## src/rtl/tmds_word_aligner.sv

```systemverilog
// TMDS receive word aligner: slides a 10-bit window across two consecutive raw
// deserializer words until a run of DVI control tokens marks the symbol boundary.
module tmds_word_aligner #(
  parameter int TOKEN_RUN    = 8,
  parameter int DWELL        = 4096,
  parameter int LOSS_TIMEOUT = 4096
) (
  input  logic       clk_pixel,
  input  logic       reset,
  input  logic [9:0] raw_word,
  input  logic       resync,
  output logic [9:0] word_out,
  output logic       token_hit,
  output logic       aligned,
  output logic [3:0] offset
);

  localparam int RW = $clog2(TOKEN_RUN) + 1;
  localparam int DW = $clog2(DWELL) + 1;
  localparam int LW = $clog2(LOSS_TIMEOUT) + 1;

  localparam logic [RW-1:0] RUN_LAST   = RW'(TOKEN_RUN - 1);
  localparam logic [DW-1:0] DWELL_LAST = DW'(DWELL - 1);
  localparam logic [LW-1:0] LOSS_LAST  = LW'(LOSS_TIMEOUT - 1);

  typedef enum logic {
    SEARCH,
    LOCKED
  } state_t;

  state_t        state_q, state_d;
  logic [9:0]    prevWord_q, prevWord_d;
  logic [3:0]    offset_q, offset_d;
  logic [RW-1:0] runCnt_q, runCnt_d;
  logic [DW-1:0] dwellCnt_q, dwellCnt_d;
  logic [LW-1:0] sinceCnt_q, sinceCnt_d;
  logic [9:0]    wordOut_q, wordOut_d;
  logic          tokenHit_q, tokenHit_d;
  logic          aligned_q, aligned_d;

  logic [19:0]   concat;
  logic [9:0]    window;
  logic          isTok;
  logic [3:0]    nextOffset;

  // The previous word holds the earlier bits, so offset selects how far into
  // the 20-bit history the symbol boundary sits.
  always_comb begin
    concat     = {raw_word, prevWord_q};
    window     = 10'(concat >> offset_q);
    isTok      = (window == 10'h354) || (window == 10'h0AB) ||
                 (window == 10'h154) || (window == 10'h2AB);
    nextOffset = (offset_q == 4'd9) ? 4'd0 : offset_q + 4'd1;
  end

  always_comb begin
    state_d    = state_q;
    offset_d   = offset_q;
    runCnt_d   = runCnt_q;
    dwellCnt_d = dwellCnt_q;
    sinceCnt_d = sinceCnt_q;
    prevWord_d = raw_word;
    wordOut_d  = window;
    tokenHit_d = isTok;

    if (resync) begin
      state_d    = SEARCH;
      offset_d   = nextOffset;
      runCnt_d   = '0;
      dwellCnt_d = '0;
      sinceCnt_d = '0;
    end else begin
      case (state_q)
        SEARCH: begin
          // Lock beats a simultaneous dwell expiry so the offset that just
          // produced the token run is kept.
          if (isTok && (runCnt_q == RUN_LAST)) begin
            state_d    = LOCKED;
            runCnt_d   = '0;
            dwellCnt_d = '0;
            sinceCnt_d = '0;
          end else if (dwellCnt_q == DWELL_LAST) begin
            offset_d   = nextOffset;
            dwellCnt_d = '0;
            runCnt_d   = '0;
          end else begin
            runCnt_d   = isTok ? runCnt_q + RW'(1) : '0;
            dwellCnt_d = dwellCnt_q + DW'(1);
          end
        end
        LOCKED: begin
          if (isTok) begin
            sinceCnt_d = '0;
          end else if (sinceCnt_q == LOSS_LAST) begin
            state_d    = SEARCH;
            runCnt_d   = '0;
            dwellCnt_d = '0;
            sinceCnt_d = '0;
          end else begin
            sinceCnt_d = sinceCnt_q + LW'(1);
          end
        end
        default: begin
          state_d = SEARCH;
        end
      endcase
    end

    aligned_d = (state_d == LOCKED);
  end

  always_ff @(posedge clk_pixel or posedge reset) begin
    if (reset) begin
      state_q    <= SEARCH;
      prevWord_q <= '0;
      offset_q   <= '0;
      runCnt_q   <= '0;
      dwellCnt_q <= '0;
      sinceCnt_q <= '0;
      wordOut_q  <= '0;
      tokenHit_q <= 1'b0;
      aligned_q  <= 1'b0;
    end else begin
      state_q    <= state_d;
      prevWord_q <= prevWord_d;
      offset_q   <= offset_d;
      runCnt_q   <= runCnt_d;
      dwellCnt_q <= dwellCnt_d;
      sinceCnt_q <= sinceCnt_d;
      wordOut_q  <= wordOut_d;
      tokenHit_q <= tokenHit_d;
      aligned_q  <= aligned_d;
    end
  end

  assign word_out  = wordOut_q;
  assign token_hit = tokenHit_q;
  assign aligned   = aligned_q;
  assign offset    = offset_q;

endmodule

```

## config.mk

```make
export PLATFORM = sky130hd
export DESIGN_NAME = tmds_word_aligner
export DESIGN_NICKNAME = d
export VERILOG_FILES = /design/src/rtl/tmds_word_aligner.sv
export SDC_FILE = /design/constraint.sdc
export NUM_CORES = 1
export LEC_CHECK = 0
export CORE_MARGIN = 2
export CORE_UTILIZATION = 49
export CTS_CLUSTER_SIZE = 25
export DETAILED_ROUTE_END_ITERATION = 16
export GPL_TIMING_DRIVEN = 0
export HOLD_SLACK_MARGIN = 0.02
export PLACE_DENSITY = 0.71
export SYNTH_ARGS = -nofsm -noshare
export SYNTH_HDL_FRONTEND = slang
export SYNTH_SLANG_ARGS = --single-unit
export TNS_END_PERCENT = 1
```

## constraint.sdc

```tcl
create_clock -name clk_pixel -period 5.4 [get_ports clk_pixel]
set_clock_uncertainty 0.2 [all_clocks]
set_input_delay 1.35 -clock clk_pixel [delete_from_list [all_inputs] [get_ports clk_pixel]]
set_output_delay 1.35 -clock clk_pixel [all_outputs]
set_load 0.05 [all_outputs]
```

==> results of run 1 <==
## synthesized netlist by cell type, drive strengths merged (2+ instances only)
library cell,instances,area share
a211oi,3,0.0065
a21o,4,0.0087
a21oi,7,0.011
a221oi,3,0.0094
a22o,3,0.0076
a22oi,8,0.017
a31oi,5,0.0091
and2,2,0.0036
and3,8,0.015
buf,13,0.024
clkbuf,6,0.0065
dfrtp,56,0.41
ha,3,0.011
inv,25,0.027
mux2,6,0.020
mux2i,14,0.041
mux4,19,0.12
nand2,23,0.026
nand3,20,0.029
nand4,6,0.011
nand4b,3,0.0076
nor2,22,0.024
nor2b,12,0.022
nor3,8,0.012
nor3b,3,0.0065
o2111ai,2,0.0051
o211a,2,0.0058
o211ai,3,0.0065
o21ai,25,0.037
o221ai,5,0.013
o22ai,3,0.0054
xnor2,4,0.010
xor2,2,0.0051
## sequential cells by signal (all words and copies together) (netlist names)
name,count
dwellCnt_q,13
sinceCnt_q,13
prevWord_q,10
word_out,10
offset,4
runCnt_q,4
aligned,1
token_hit,1
## cells by family (layout without fill, tap and decap cells)
logic type,count (synthesis),count (layout)
flops,56,56
fa+ha+maj,3,3
compound gates,76,76
simple gates,114,114
buf+inv,44,81
mux,39,39
xor+xnor,6,6
## report_power, final
part	total (uW)	internal (uW)	switching, uW
Combinational	1060	432	631
Sequential	507	480	27.3
Clock	282	140	142
Total	1850	1050	799
## worst paths after layout
check / start / endpoint / slack (ns) / cells after the start
setup / recovery: raw_word[8] / dwellCnt_q[5]$_DFFE_PP0P_ / 0.97 / 10
hold / removal: runCnt_q[0]$_DFFE_PP0P_ / runCnt_q[0]$_DFFE_PP0P_ / 0.31 / 1
setup reg to reg: offset[1]$_DFFE_PP0P_ / dwellCnt_q[5]$_DFFE_PP0P_ / 1.88 / 11
hold reg to reg: runCnt_q[0]$_DFFE_PP0P_ / runCnt_q[0]$_DFFE_PP0P_ / 0.31 / 1
max in group asynchronous: reset / prevWord_q[9]$_DFF_PP0_ / 3.28 / 3
min in group asynchronous: reset / sinceCnt_q[4]$_DFFE_PP0P_ / 1.16 / 2
## per-layer routing
layer	GRT usage	up-vias	wire, um	share of wire
met3	0.0518	7	450	0.057
li1	-	1325	-	-
met5	0	-	0	0
met1	0.327	1369	3660	0.46
met4	0.0629	0	83	0.011
met2	0.329	86	3690	0.47
## layout make-up
cell class | count | share of cell area
Timing Repair Buffer | 29 | 0.0755
Tap cell | 96 | 0.0302
Sequential cell | 56 | 0.352
Multi-Input combinational cell | 238 | 0.464
Buffer | 19 | 0.0261
Inverter | 25 | 0.0236
Clock buffer | 6 | 0.0182
Clock inverter | 2 | 0.00975
## per-stage QoR
step / power (uW) / setup slack [ns]
2_1_floorplan: 1300 / 1.58
3_3_place_gp: 1550 / 0.706
3_5_place_dp: 1570 / 0.635
4_1_cts: 1850 / 0.986
5_1_grt: 1960 / 0.779
6_report: 1850 / 0.966
==> run summary, run 1 <==
number of instances resized during post-cts repair -> 0
final critical path time including I/O delays and setup -> 4.43 ns
post-synthesis instance area -> 3450 um^2
routed wire length per instance -> 16.7 um
DIE AREA -> 7720 um^2
delay of the slowest critical-path stage -> 0.55 ns
Root Buffer Master -> sky130_fd_sc_hd__clkbuf_8
setup violators final -> 0
Worst-Margin Slew -> 0.531 ns
area fraction in and, or, nand and nor cells after synthesis -> 0.173
net count after synthesis -> 354
number of unique standard cell types used by synthesis -> 50
number of buffers added by the clock tree synthesis step -> 5
commonest cells after routing, fill and taps aside -> sky130_fd_sc_hd__dfrtp_1 (56), sky130_fd_sc_hd__clkdlybuf4s50_1 (28), sky130_fd_sc_hd__inv_1 (24), sky130_fd_sc_hd__o21ai_0 (24)
CTS H-tree depth -> 2
via count of the first global-routing pass -> 2717
most common library cell in the layout ignoring fill and taps -> sky130_fd_sc_hd__dfrtp_1
CP Data Required Time -> 5.39 ns
share of cell area taken by muxes after synthesis -> 0.184
Routability Congestion -> 0.955
nets -> 390
sink count of the clock tree -> 56
total via count after detailed routing -> 2787
LEAKAGE -> 0.00167 uW
Post-Synthesis Cells -> 338
hold buffers post-CTS -> 0
xor/xnor cell area share of the yosys netlist -> 0.0153
count of port buffers added during placement -> 28
setup fix buffers added after clock tree synthesis -> 0
final worst path period share -> 0.821
ordered list of cells on the worst path -> clkdlybuf4s50_1 > mux4_2 > a22o_1 > a221oi_2 > o2111ai_1 > or4b_4 > and3b_1 > buf_6 > nand2_2 > o221ai_1
Seq. cell area -> 1400 um^2
iteration count of the initial detailed-routing pass -> 4
data arrival time of the critical path -> 4.42 ns
Vert. Die Dim -> 87.9 um
Relative slew margins -> 0.645
RSZ-0062 raised after global routing -> no
number of warnings reported in the yosys synthesis log -> 0
number of inserted filler cells in the final layout -> 598
share of the yosys chip area belonging to registers -> 0.407
final standard cell utilization of the core -> 0.585
standard-cell rows -> 30
kind of critical path -> in -> reg
Antenna Cells -> 0
Final Instance Count excl. Fillers -> 471
area of all placed cells without fillers -> 3980 um^2
ratio of routed vias to standard cells -> 5.92
IR drop worst, VDD -> 0.000259 V
area added between synthesis and finish -> 15.4%
sum of buffers and inverters on the critical path -> 2
Critical Path Start Type -> primary input
placed inst area -> 3870 um^2
family of cells with the greatest summed delay on the critical path -> compound AO/OA/AOI/OAI gates
Clock Tree Buf Depth -> 2
number of max-cap violations -> 0
drt first-iter violations -> 170
area share of fa/ha/maj cells after synthesis -> 0.0109
combinational family with the most area after synthesis -> multiplexers
TritonCTS clock tree -> yes
first-pass GRT wire length -> 13300 um
Worst Hold Margin -> 0.312 ns
largest fanout on the critical path -> 10
Primary FF master, synth -> sky130_fd_sc_hd__dfrtp_1
P per Cell Area -> 465 nW/um^2
clock latency on the worst-skew pair -> 0.31 ns
overall overflow remaining after global route -> 0
outcome -> complete, no violations
final wirelength -> 7880 um
number of antenna violations at the first check in global routing -> 0
worst min-delay path class -> reg -> reg
average footprint of a synthesized cell -> 10.2 um^2
share of post-route cells with drive strength above 1 -> 0.141
DP HPWL -> 5760 um
setup TNS after final layout -> 0 ns
share of flip-flops with an asynchronous set or reset after synthesis -> 1.00
DRC Markers -> 0
die width -> 87.9 um
element type at the critical path end -> register
post-CTS clock slew at the launch and capture registers of the worst setup and hold paths -> 0.10 ns
number of nets with antenna violations after routing -> 0
max-slew violation count -> 0
maximum number of pins on one net before global-route repair -> 37
multi-input combinational cell area -> 1850 um^2
Yosys reg bits -> 56
Floorplan Core Area -> 6790 um^2
number of placed instances, taps included -> 463
I/O pin count -> 29
Global Route Usage Sum -> 0.222
cell at the slowest stage of the critical path -> sky130_fd_sc_hd__clkdlybuf4s50_1
fraction of the mapped netlist area in compound gates -> 0.152
number of flops mapped to enable cells by yosys -> 0
Achievable Freq -> 226 MHz
Initial Util -> 0.507
hold violation total from the final report -> 0
(Power assumes the default switching activity.)
==> inputs of run 2 (changes only) <==
==> constraint.sdc (replaced) <==
create_clock -name clk_pixel -period 4.1 [get_ports clk_pixel]
set_clock_uncertainty 0.2 [all_clocks]
set_input_delay 1.025 -clock clk_pixel [delete_from_list [all_inputs] [get_ports clk_pixel]]
set_output_delay 1.025 -clock clk_pixel [all_outputs]
set_load 0.05 [all_outputs]
==> run 2 against run 1 <==
Against the previous run: power is 34% higher; via count is 0.83% higher; utilization is 0.66 points higher; final cell count stayed put; largest cell class unchanged; clock power is 32% higher; flip-flop and latch count stayed put; critical path type unchanged; design area is 1.1% higher.
==> run summary, run 2 (synthesis results as in run 1) <==
outcome -> complete, no violations
area added between synthesis and finish -> 16.7%
switching power as a share of total power -> 0.437 (+0.00515)
ratio of routed vias to standard cells -> 5.97 (+0.83%)
grt met3 use -> 0.0518 (unchanged)
ordered list of cells on the worst path -> clkdlybuf4s50_1 > mux4_2 > a22o_1 > a221oi_4 > o2111ai_2 > or4b_4 > and3b_1 > buf_6 > nand2_2 > o221ai_1
global route hottest layer -> met2
number of inserted filler cells in the final layout -> 588 (-1.7%)
final critical-path setup slack -> 0.0369 ns (-0.929 ns)
IR drop worst, VDD -> 0.000346 V (+33%)
hold violation total from the final report -> 0 (unchanged)
number of buffers added by the clock tree synthesis step -> 5 (unchanged)
CP Data Required Time -> 4.09 ns (-1.30 ns)
worst min-delay path class -> reg -> reg
kind of critical path -> in -> reg
maximum number of pins on one net before global-route repair -> 37 (unchanged)
number of antenna violations at the first check in global routing -> 0 (unchanged)
via count of the first global-routing pass -> 2717 (unchanged)
Reg2Reg Depth -> 11 (unchanged)
number of cells on the worst hold path -> 1 (unchanged)
placed inst area -> 3870 um^2 (unchanged)
GRT met2 Usage -> 0.329 (unchanged)
Achievable Freq -> 246 MHz
Critical Path Start Type -> primary input
internal power contribution -> 1400 uW (+33%)
area of all placed cells without fillers -> 4020 um^2 (+1.1%)
family of cells with the greatest summed delay on the critical path -> compound AO/OA/AOI/OAI gates
Relative slew margins -> 0.597 (-0.0481)
hold wc startpoint -> runCnt_q[0]$_DFFE_PP0P_
Floorplan Core Area -> 6790 um^2 (unchanged)
element type at the critical path end -> register
total via count after detailed routing -> 2810 (+0.83%)
die width -> 87.9 um (unchanged)
data arrival time of the critical path -> 4.06 ns (-0.36 ns)
Vert. Die Dim -> 87.9 um (unchanged)
Worst-Margin Slew -> 0.603 ns (+0.0721 ns)
commonest cells after routing, fill and taps aside -> sky130_fd_sc_hd__dfrtp_1 (56), sky130_fd_sc_hd__inv_1 (24), sky130_fd_sc_hd__o21ai_0 (24), sky130_fd_sc_hd__clkdlybuf4s50_1 (24)
combinational group share of total power -> 0.581 (+0.007)
TritonCTS clock tree -> yes
P per Cell Area -> 618 nW/um^2 (+33%)
Antenna Cells -> 0 (unchanged)
number of instances resized during post-cts repair -> 0 (unchanged)
post-CTS clock slew at the launch and capture registers of the worst setup and hold paths -> 0.10 ns (about the same)
hold buffers post-CTS -> 0 (unchanged)
nets -> 390 (unchanged)
iteration count of the initial detailed-routing pass -> 4 (unchanged)
Routability Congestion -> 0.955 (unchanged)
final wirelength -> 7940 um (+0.76%)
Clock Tree Buf Depth -> 2 (unchanged)
Initial Util -> 0.507 (unchanged)
first-pass GRT wire length -> 13300 um (unchanged)
LEAKAGE -> 0.00171 uW (+2.4%)
registers with the highest flip-flop counts -> dwellCnt_q: 13 flops, sinceCnt_q: 13 flops
post-route total power -> 2480 uW (+34%)
DP HPWL -> 5760 um (unchanged)
setup slack of the most critical reg-to-reg path -> 0.60 ns (-1.28 ns)
CTS H-tree depth -> 2 (unchanged)
final worst path period share -> 0.991
number of nets with antenna violations after routing -> 0 (unchanged)
post-placement worst setup slack -> -0.340 ns (-0.975 ns)
share of post-route cells with drive strength above 1 -> 0.149 (+0.00800)
Root Buffer Master -> sky130_fd_sc_hd__clkbuf_8
overall overflow remaining after global route -> 0 (unchanged)
I/O pin count -> 29 (unchanged)
sink count of the clock tree -> 56 (unchanged)
endpoint of the worst-slack reg-to-reg timing path -> dwellCnt_q[5]$_DFFE_PP0P_
sw power -> 1090 uW (+36%)
DIE AREA -> 7720 um^2 (unchanged)
sequential share of power -> 0.269 (-0.005)
count of port buffers added during placement -> 28 (unchanged)
drt first-iter violations -> 178 (+4.7%)
Worst Hold Margin -> 0.312 ns (+0.000102 ns)
Worst Hold End -> runCnt_q[0]$_DFFE_PP0P_
final critical path time including I/O delays and setup -> 4.06 ns
max-slew violation count -> 0 (unchanged)
setup violators final -> 0 (unchanged)
most common library cell in the layout ignoring fill and taps -> sky130_fd_sc_hd__dfrtp_1
final standard cell utilization of the core -> 0.592 (+0.00663)
DRC Markers -> 0 (unchanged)
sum of buffers and inverters on the critical path -> 2 (unchanged)
largest fanout on the critical path -> 10 (unchanged)
met1 layer usage reported by global route -> 0.327 (unchanged)
clock share of power -> 0.150 (-0.002)
standard-cell rows -> 30 (unchanged)
setup fix buffers added after clock tree synthesis -> 0 (unchanged)
Global Route Usage Sum -> 0.222 (unchanged)
launch instance of the worst register-to-register path -> offset[1]$_DFFE_PP0P_
routed wire length per instance -> 16.9 um (+0.76%)
number of max-cap violations -> 0 (unchanged)
delay of the slowest critical-path stage -> 0.55 ns (about the same)
RSZ-0062 raised after global routing -> yes
cell at the slowest stage of the critical path -> sky130_fd_sc_hd__clkdlybuf4s50_1
clock latency on the worst-skew pair -> 0.32 ns (about the same)
run 2: layer usage:
metal | vias to the layer above | wire [um]
met3 | 9 | 440
met4 | 0 | 89
met5 | - | 0
li1 | 1324 | -
met2 | 81 | 3620
met1 | 1396 | 3790
run 2: through the flow:
step | TNS, ns | cells
after floorplan | 0 | 338
after global placement | -5.61 | 462
after detailed placement | -8.40 | 463
after CTS | 0 | 471
after global routing | -0.192 | 471
final | 0 | 471
run 2: how the worst max path moves through the flow:
stage | startpoint | end | cells after the start
3_3_place_gp | raw_word[8] | dwellCnt_q[4]$_DFFE_PP0P_ | 10
2_1_floorplan | raw_word[3] | dwellCnt_q[4]$_DFFE_PP0P_ | 9
4_1_cts | raw_word[5] | dwellCnt_q[5]$_DFFE_PP0P_ | 10
3_5_place_dp | raw_word[5] | dwellCnt_q[5]$_DFFE_PP0P_ | 10
6_report | raw_word[8] | dwellCnt_q[5]$_DFFE_PP0P_ | 10
5_1_grt | raw_word[8] | dwellCnt_q[5]$_DFFE_PP0P_ | 10
run 2: layout make-up:
| type | count | area, um^2 | area share |
|---|---|---|---|
| multi-input cells | 238 | 1880 | 0.468 |
| flip-flops and latches | 56 | 1400 | 0.348 |
| repair buffers | 29 | 310 | 0.0771 |
| well taps | 96 | 120 | 0.0299 |
| plain buffers | 19 | 104 | 0.0258 |
| inverters | 25 | 93.8 | 0.0233 |
| clock buffers | 6 | 72.6 | 0.0180 |
| clock inverters | 2 | 38.8 | 0.00964 |
run 2: power by group through the flow:
stage	combinational, uW	sequential [uW]	clock, uW
4_1_cts	1390	668	383
3_5_place_dp	1380	678	0
5_1_grt	1540	675	407
6_report	1440	668	372
2_1_floorplan	798	917	0
3_3_place_gp	1370	678	0
==> inputs of run 3 (changes only) <==
--- a/config.mk
+++ b/config.mk
@@ -5,6 +5,7 @@
 export SDC_FILE = /design/constraint.sdc
 export NUM_CORES = 1
 export LEC_CHECK = 0
+export ABC_AREA = 1
 export CORE_MARGIN = 2
 export CORE_UTILIZATION = 49
 export CTS_CLUSTER_SIZE = 25
==> run 3 against run 2 <==
Against the previous run: final cell count is 27% higher; highest routed layer unchanged; setup slack better by 0.97 ns; critical path depth is 3 higher; largest power group unchanged; count of clock-buffer cells in the layout is 1 lower.
==> run summary, run 3 <==
Root Buffer Master -> sky130_fd_sc_hd__clkbuf_8
most common library cell in the layout ignoring fill and taps -> sky130_fd_sc_hd__nand3_1
endpoint of the worst-slack reg-to-reg timing path -> dwellCnt_q[5]$_DFFE_PP0P_
iteration count of the initial detailed-routing pass -> 5 (+1)
post-placement worst setup slack -> 0.699 ns (+1.04 ns)
Achievable Freq -> 324 MHz (+32%)
hold buffers post-CTS -> 0 (unchanged)
setup fix buffers added after clock tree synthesis -> 0 (unchanged)
area share of fa/ha/maj cells after synthesis -> 0.0107 (-0.000160)
data arrival time of the critical path -> 3.12 ns (-0.94 ns)
share of post-route cells with drive strength above 1 -> 0.0893 (-0.0600)
Primary FF master, synth -> sky130_fd_sc_hd__dfrtp_1
DP HPWL -> 6520 um (+13%)
area share of the leading cell type in the synthesized netlist -> 0.401 (-0.00597)
area added between synthesis and finish -> 14.7%
kind of critical path -> in -> reg
CP Data Required Time -> 4.13 ns (+0.04 ns)
post-synthesis instance area -> 3500 um^2 (+1.5%)
I/O pin count -> 29 (unchanged)
Reg2Reg Depth -> 13 (+2)
xor/xnor cell area share of the yosys netlist -> 0.0351 (+0.0198)
count of port buffers added during placement -> 28 (unchanged)
final standard cell utilization of the core -> 0.584 (-0.00811)
P per Cell Area -> 531 nW/um^2 (-14%)
Vert. Die Dim -> 88.5 um (+0.71%)
Floorplan Core Area -> 6870 um^2 (+1.1%)
hold wc startpoint -> runCnt_q[0]$_DFFE_PP0P_
final worst path period share -> 0.753 (-0.238)
Post-synth top cells -> sky130_fd_sc_hd__nand3_1 (120), sky130_fd_sc_hd__nand2_1 (116), sky130_fd_sc_hd__dfrtp_1 (56), sky130_fd_sc_hd__inv_1 (42), sky130_fd_sc_hd__nor2_1 (25)
Clock Tree Buf Depth -> 2 (unchanged)
post-CTS clock slew at the launch and capture registers of the worst setup and hold paths -> 0.10 ns (about the same)
DRC Markers -> 0 (unchanged)
most frequent cell on the critical path -> sky130_fd_sc_hd__nand2_1
number of unique standard cell types used by synthesis -> 37 (-26%)
final critical path time including I/O delays and setup -> 3.09 ns (-0.974 ns)
Relative slew margins -> 0.471 (-0.126)
hold violation total from the final report -> 0 (unchanged)
area fraction in and, or, nand and nor cells after synthesis -> 0.392 (+0.219)
via count of the first global-routing pass -> 2971 (+9.3%)
worst min-delay path class -> reg -> reg
Final Instance Count excl. Fillers -> 600 (+27%)
Critical Path Start Type -> primary input
RSZ-0062 raised after global routing -> no
Yosys reg bits -> 56 (unchanged)
post-route total power -> 2130 uW (-14%)
delay of the slowest critical-path stage -> 0.54 ns (about the same)
number of flops mapped to enable cells by yosys -> 0 (unchanged)
TritonCTS clock tree -> yes
number of placed instances, taps included -> 592 (+28%)
routed wire length per instance -> 14.6 um (-13%)
number of buffers added by the clock tree synthesis step -> 5 (unchanged)
nets -> 519 (+33%)
DIE AREA -> 7830 um^2 (+1.4%)
cells taking the most area after synthesis -> sky130_fd_sc_hd__dfrtp_1 (40%), sky130_fd_sc_hd__nand3_1 (17%), sky130_fd_sc_hd__nand2_1 (12%), sky130_fd_sc_hd__inv_1 (4.5%), sky130_fd_sc_hd__nor2_1 (2.7%)
Yosys top cell by area -> sky130_fd_sc_hd__dfrtp_1
registers with the highest flip-flop counts -> dwellCnt_q: 13 flops, sinceCnt_q: 13 flops
first-pass GRT wire length -> 14800 um (+11%)
total via count after detailed routing -> 3318 (+18%)
LEAKAGE -> 0.00185 uW (+8.2%)
overall overflow remaining after global route -> 0 (unchanged)
max-slew violation count -> 0 (unchanged)
combinational family with the most area after synthesis -> simple AND/OR/NAND/NOR gates
drt first-iter violations -> 396 (+120%)
Routability Congestion -> 0.934 (-2.2%)
start point of the critical path -> raw_word[5]
clock latency on the worst-skew pair -> 0.32 ns (about the same)
fraction of the mapped netlist area in compound gates -> 0.0605 (-0.0917)
cell at the slowest stage of the critical path -> sky130_fd_sc_hd__clkdlybuf4s50_1
share of cell area taken by muxes after synthesis -> 0 (-0.184)
number of antenna violations at the first check in global routing -> 0 (unchanged)
commonest cells after routing, fill and taps aside -> sky130_fd_sc_hd__nand3_1 (120), sky130_fd_sc_hd__nand2_1 (116), sky130_fd_sc_hd__dfrtp_1 (56)
final wirelength -> 8780 um (+11%)
Worst-Margin Slew -> 0.790 ns (+0.187 ns)
CTS H-tree depth -> 2 (unchanged)
number of nets with antenna violations after routing -> 0 (unchanged)
Initial Util -> 0.509 (+0.00193)
maximum number of pins on one net before global-route repair -> 43 (+16%)
Antenna Cells -> 0 (unchanged)
number of max-cap violations -> 0 (unchanged)
Global Route Usage Sum -> 0.244 (+0.0220)
CP endpoint -> dwellCnt_q[5]$_DFFE_PP0P_
number of warnings reported in the yosys synthesis log -> 0 (unchanged)
die width -> 88.5 um (+0.71%)
setup violators final -> 0 (unchanged)
launch instance of the worst register-to-register path -> offset[1]$_DFFE_PP0P_
largest fanout on the critical path -> 5 (-5)
ordered list of cells on the worst path -> clkdlybuf4s50_1 > nand2_1 > nand3_1 > nand3_1 > nand2_1 > nand2_1 > nand2_1 > nand2_1 > nor2_1 > nand3_1 > nand3_1 > nand2_1 > o21ai_0
share of the yosys chip area belonging to registers -> 0.401 (-0.00597)
share of flip-flops with an asynchronous set or reset after synthesis -> 1.00 (unchanged)
average footprint of a synthesized cell -> 7.49 um^2 (-27%)
ratio of routed vias to standard cells -> 5.53 (-7.3%)
number of instances resized during post-cts repair -> 0 (unchanged)
outcome -> complete, no violations
final critical-path setup slack -> 1.01 ns (+0.974 ns)
element type at the critical path end -> register
IR drop worst, VDD -> 0.000190 V (-45%)
most frequently used cell type in the post-synthesis netlist -> sky130_fd_sc_hd__nand3_1
standard-cell rows -> 30 (unchanged)
sink count of the clock tree -> 56 (unchanged)
net count after synthesis -> 483 (+36%)
Post-Synthesis Cells -> 467 (+38%)
setup TNS after final layout -> 0 ns (unchanged)
setup slack of the most critical reg-to-reg path -> 1.43 ns (+0.83 ns)
run 3: kinds of logic after synthesis:
logic type,after synthesis
flops,56
compound gates,37
xor+xnor,14
fa+ha+maj,3
buf+inv,65
simple gates,292
run 3: how the worst min path moves through the flow:
stage | to | slack, ns | cells after the start
after floorplan | runCnt_q[0]$_DFFE_PP0P_ | 0.27 | 1
after global placement | runCnt_q[0]$_DFFE_PP0P_ | 0.29 | 1
after detailed placement | dwellCnt_q[12]$_DFFE_PP0P_ | 0.30 | 2
after CTS | dwellCnt_q[12]$_DFFE_PP0P_ | 0.32 | 2
after global routing | sinceCnt_q[0]$_DFFE_PP0P_ | 0.35 | 1
final | runCnt_q[0]$_DFFE_PP0P_ | 0.32 | 1
run 3: per-layer routing:
layer,up-vias,GRT usage,wire [um]
met5,-,0,0
met4,0,0.0523,74
met3,10,0.0494,671
met2,148,0.357,3880
met1,1538,0.372,4150
li1,1622,-,-
run 3: area by class of cell:
cell class,count,area [um^2]
clock inverter,3,25.0
fill,644,2860
timing repair buffer,29,300
multi-input combinational,346,1740
inverter,46,173
tap,96,120
clock buffer,5,68.8
sequential,56,1400
buffer,19,180
run 3: report_power, final:
part	switching [uW]	internal, uW
Combinational	767	382
Sequential	29.9	628
Clock	199	125
Total	996	1140
run 3: critical path: cells and delay by family:
| kind | cells | cell delay [ns] |
|---|---|---|
| simple gates | 11 | 1.31 |
| buf+inv | 1 | 0.54 |
| compound gates | 1 | 0.23 |
run 3: stage by stage:
step / area (um^2) / hold WS, ns
2_1_floorplan: 3500 / 0.273
3_3_place_gp: 3900 / 0.294
3_5_place_dp: 3920 / 0.296
4_1_cts: 4010 / 0.323
5_1_grt: 4010 / 0.352
6_report: 4010 / 0.324
